==> config.mk <==
export PLATFORM = sky130hd
export DESIGN_NAME = proc_control
export DESIGN_NICKNAME = d
export VERILOG_FILES = /design/src/rtl/proc_control.sv
export SDC_FILE = /design/constraint.sdc
export NUM_CORES = 1
export LEC_CHECK = 0
export CORE_MARGIN = 2
export CORE_UTILIZATION = 55
export CTS_BUF_LIST = sky130_fd_sc_hd__clkbuf_4
export DETAILED_ROUTE_END_ITERATION = 16
export DONT_BUFFER_PORTS = 1
export PLACE_DENSITY_LB_ADDON = 0.12
export SETUP_SLACK_MARGIN = 0.05
export SLEW_MARGIN = 25
export SYNTH_ARGS = -nofsm -noshare
export SYNTH_HDL_FRONTEND = slang
export SYNTH_SLANG_ARGS = --single-unit
==> constraint.sdc <==
create_clock -name Clock -period 5 [get_ports Clock]
set_input_delay 0.5 -clock Clock [delete_from_list [all_inputs] [get_ports Clock]]
set_output_delay 0.5 -clock Clock [all_outputs]
set_load 0.005 [all_outputs]
==> src/rtl/proc_control.sv <==
// Multi-cycle processor control unit: fetches into the IR, steps T0..T3 and
// drives register-bank, ALU, immediate and data-memory controls per opcode.
module proc_control #(
  parameter int PC_W = 4
) (
  input  logic            Clock,
  input  logic            Reset,
  input  logic            Run,
  input  logic [15:0]     IR_data,
  input  logic            Gz,
  output logic            IRin,
  output logic [7:0]      Rout,
  output logic [7:0]      Rin,
  output logic            ImmOut,
  output logic [15:0]     Imm,
  output logic            Ain,
  output logic            Gin,
  output logic            Gout,
  output logic [2:0]      ALUop,
  output logic            ADDRin,
  output logic            MemRd,
  output logic            MemWr,
  output logic            MemOut,
  output logic [PC_W-1:0] pc,
  output logic [1:0]      curr_stage,
  output logic [3:0]      stage,
  output logic            Done,
  output logic            Illegal
);

  typedef enum logic [1:0] {T0 = 2'd0, T1 = 2'd1, T2 = 2'd2, T3 = 2'd3} step_e;

  localparam logic [3:0] OP_MV   = 4'b0000;
  localparam logic [3:0] OP_MVI  = 4'b0001;
  localparam logic [3:0] OP_MVNZ = 4'b1000;
  localparam logic [3:0] OP_LD   = 4'b1001;
  localparam logic [3:0] OP_SD   = 4'b1010;

  step_e           state_r;
  step_e           next_state_s;
  logic [15:0]     ir_r;
  logic [PC_W-1:0] pc_r;
  logic [3:0]      opcode_s;
  logic [2:0]      rx_s;
  logic [2:0]      ry_s;
  logic            is_alu_s;

  function automatic logic [7:0] onehot8(input logic [2:0] sel);
    onehot8 = 8'b0000_0001 << sel;
  endfunction

  assign opcode_s = ir_r[15:12];
  assign rx_s     = ir_r[11:9];
  assign ry_s     = ir_r[8:6];
  assign is_alu_s = (opcode_s >= 4'b0010) && (opcode_s <= 4'b0111);
  assign Imm      = {7'b000_0000, ir_r[8:0]};
  assign pc       = pc_r;

  // Step decode: controls and next step; Reset or a frozen Run silences every enable.
  always_comb begin
    next_state_s = state_r;
    IRin    = 1'b0;
    Rout    = 8'b0000_0000;
    Rin     = 8'b0000_0000;
    ImmOut  = 1'b0;
    Ain     = 1'b0;
    Gin     = 1'b0;
    Gout    = 1'b0;
    ALUop   = 3'b000;
    ADDRin  = 1'b0;
    MemRd   = 1'b0;
    MemWr   = 1'b0;
    MemOut  = 1'b0;
    Done    = 1'b0;
    Illegal = 1'b0;
    if (Reset) begin
      next_state_s = T0;
    end else if (!Run) begin
      next_state_s = state_r;
    end else begin
      case (state_r)
        T0: begin
          IRin         = 1'b1;
          next_state_s = T1;
        end
        T1: begin
          next_state_s = T2;
          if (is_alu_s) begin
            Rout = onehot8(rx_s);
            Ain  = 1'b1;
          end else begin
            case (opcode_s)
              OP_MV: begin
                Rout = onehot8(ry_s);
                Rin  = onehot8(rx_s);
                Done = 1'b1;
              end
              OP_MVI: begin
                ImmOut = 1'b1;
                Rin    = onehot8(rx_s);
                Done   = 1'b1;
              end
              OP_MVNZ: begin
                Done = 1'b1;
                if (Gz) begin
                  Rout = onehot8(ry_s);
                  Rin  = onehot8(rx_s);
                end else begin
                  Rout = 8'b0000_0000;
                  Rin  = 8'b0000_0000;
                end
              end
              OP_LD, OP_SD: begin
                Rout   = onehot8(ry_s);
                ADDRin = 1'b1;
              end
              default: begin
                Done    = 1'b1;
                Illegal = 1'b1;
              end
            endcase
            if (Done) begin
              next_state_s = T0;
            end else begin
              next_state_s = T2;
            end
          end
        end
        T2: begin
          next_state_s = T3;
          if (is_alu_s) begin
            Rout  = onehot8(ry_s);
            Gin   = 1'b1;
            ALUop = opcode_s[2:0] - 3'd2;
          end else begin
            case (opcode_s)
              OP_LD: MemRd = 1'b1;
              OP_SD: begin
                Rout         = onehot8(rx_s);
                MemWr        = 1'b1;
                Done         = 1'b1;
                next_state_s = T0;
              end
              default: next_state_s = T0;
            endcase
          end
        end
        T3: begin
          next_state_s = T0;
          if (is_alu_s) begin
            Gout = 1'b1;
            Rin  = onehot8(rx_s);
            Done = 1'b1;
          end else if (opcode_s == OP_LD) begin
            MemOut = 1'b1;
            Rin    = onehot8(rx_s);
            Done   = 1'b1;
          end else begin
            Done = 1'b0;
          end
        end
        default: next_state_s = T0;
      endcase
    end
  end

  // Step indicators; Reset shows T0 immediately.
  always_comb begin
    if (Reset) begin
      curr_stage = 2'd0;
    end else begin
      curr_stage = state_r;
    end
    case (curr_stage)
      2'd0:    stage = 4'b1000;
      2'd1:    stage = 4'b0100;
      2'd2:    stage = 4'b0010;
      2'd3:    stage = 4'b0001;
      default: stage = 4'b1000;
    endcase
  end

  // State, IR and pc registers; pc advances on the edge that ends a Done step.
  always_ff @(posedge Clock) begin
    if (Reset) begin
      state_r <= T0;
      ir_r    <= 16'h0000;
      pc_r    <= {PC_W{1'b0}};
    end else if (Run) begin
      state_r <= next_state_s;
      if (IRin) begin
        ir_r <= IR_data;
      end
      if (Done) begin
        pc_r <= pc_r + {{(PC_W-1){1'b0}}, 1'b1};
      end
    end
  end

endmodule

==> results.ini <==
[setup_path]
critPathMaxFanout = 11
critPathLaunchType = flop
critical_path_arrival_ns = 2.36
crit_required_ns = 4.50
worstSetupPathType = reg -> out
endpoint_kind = output pin

[final_layout]
fillers = 269
syn2layout_area_growth_pct = -4.40
antenna_cells = 0
drive_gt1_frac = 0.0707
nNetsFinal = 225
ff_latch_area_um2 = 440
multi_input_area_um2 = 1010

[timing]
layout_setup_ws_ns = 2.14
finalHoldViolCount = 0
finalCriticalPeriod_ns = 2.86
final.setup.tns_ns = 0
clock.fmax_mhz = 350
rsz0062_at_grt = no
period_share = 0.572
slew_viol_final = 0
worst_pin_slew_ns = 0.605
fin_skew_ns = 0.0138
holdWs_ns = 0.258
setup-violations-final = 0
slew_headroom = 0.596

[clock_tree]
clockBufferDepth = 2
cts_root_buf = clkbuf_4
clock_latency_ns = 0.31
clk_pin_slew_ns = 0.11
cts_tree = done
cts-htree-levels = 1
cts_sinks = 22
numCtsBuffers = 3
post_cts_buffers = 0
holdBufCountCts = 0
cts.repair.resized = 0

[yosys]
ys_seq_elements = 22
yosysTopAreaCell = dfxtp_1
yosys.area.top_type_share = 0.267
netlist_area_um2 = 1650
syn_inst = 215
synth-edff-count = 0
yosysSeqAreaShare = 0.267
postSynthAreaPerCell_um2 = 7.67
async_flop_share = 0
yosysMostFrequentCell = nand2_1
yosys-top-cells-count = nand2_1, dfxtp_1, buf_4
ys.flop_type = dfxtp_1
yosys_warnings = 0
yosysUniqueCellTypes = 47
synthTopCellsByArea = dfxtp_1, nand2_1, buf_4

[route]
drc = 6
first_pass_iters = 11
ant_nets = 0
wl_per_cell_um = 15.5
routed_via_density = 6.03
drtIter0Drc = 111
routed_wl_um = 3550
vias = 1381

[floorplanning]
die_height_um = 58.8
initial_core_util = 0.588
dieArea_um2 = 3450
coreArea_um2 = 2810
ios = 76
row_count = 19
dieWidth_um = 58.8

[placed_design]
dpl.hpwl_um = 2680
place_ws_ns = 2.48
portBuffers = 0
routabilityCongestion = 0.771

[outcome]
status = finished with violations
violations = DRC

[power_and_ir_drop]
p_leak_nw = 0.693
ir_drop_mv = 0.232
p_per_area_nw_per_um2 = 257

[global_route]
grt_pass1_vias = 1267
antenna_found_initial = 0
grt_overflow = 0
grt_max_degree = 25
grt_usage = 0.206
grt_pass1_wl_um = 5660

[worst_hold_path]
hp-class = in -> reg

[flow_run]
cap_violations = 0

where the power goes:
| part | internal, W | leakage (nW) | total, W | switching, W |
|---|---|---|---|---|
| registers | 0.000187 | 0.180 | 0.000207 | 0.0000205 |
| logic | 0.0000267 | 0.485 | 0.0000655 | 0.0000389 |
| clock network | 0.0000810 | 0.0279 | 0.000133 | 0.0000518 |
metrics by stage:
stage,instances,utilization,area [µm²],total power [W]
2_1_floorplan,221,-,1670,0.000279
3_3_place_gp,225,0.543,1520,0.000274
3_5_place_dp,225,0.543,1520,0.000277
4_1_cts,229,0.562,1580,0.000410
5_1_grt,229,0.562,1580,0.000429
6_report,229,0.562,1580,0.000406
per-layer routing:
metal,vias up,track usage,part of all wire
met5,-,0,0
met4,0,0.0714,0.0093
met3,4,0.0549,0.096
met2,59,0.330,0.48
met1,637,0.267,0.42
li1,681,-,-
cell usage in the layout, fill, tap and decap left out, types with 5 or more instances in the layout:
master	netlist	routed
nor3_1	7	7
o21ai_0	6	6
inv_1	8	8
nand2b_1	7	7
dfxtp_1	22	22
nor2_1	16	16
nand3b_1	17	17
ha_1	6	6
and3_1	5	5
nand2_1	41	41
conb_1	1	7
registers in the layout, indices dropped and copies added, names as in the netlist:
register	flops
ir_r	16
pc	4
state_r	2
kinds of logic (layout without fill, tap and decap cells):
family | after synthesis | in the layout | synth area share
multiplexers | 2 | 2 | 0.0152
XOR/XNOR | 1 | 1 | 0.00531
adder cells (fa/ha/maj) | 6 | 6 | 0.0455
buffers and inverters | 36 | 13 | 0.134
other | 1 | 7 | 0.00227
AO/OA/AOI/OAI | 30 | 30 | 0.142
AND/OR/NAND/NOR | 117 | 117 | 0.389
flip-flops | 22 | 22 | 0.267
area by class of cell:
cell class / instances / area share
clock inverter: 1 / 0.0190
sequential: 22 / 0.279
tap: 31 / 0.0246
clock buffer: 3 / 0.0143
inverter: 9 / 0.0214
multi-input combinational: 163 / 0.641
path summary, 6_finish.rpt:
path	from	to	slack, ns	cells past startpoint
max	state_r[1]$_SDFFE_PP0P_	Rin[7]	2.14	7
min	Reset	pc[2]$_SDFFE_PP0P_	0.26	1
max reg2reg	state_r[1]$_SDFFE_PP0P_	pc[1]$_SDFFE_PP0P_	2.77	7
min reg2reg	ir_r[5]$_SDFFE_PP0P_	ir_r[5]$_SDFFE_PP0P_	0.50	2
worst max-delay path: stages, from the launching register on:
cell and delay [ns]:
dfxtp_1 0.37, inv_1 0.13, ha_1 0.36, or3b_1 0.41, a21o_1 0.16, a21o_1 0.22
or2_1 0.26, nor2_1 0.15
Note: power is estimated with default switching activity, not from simulation.
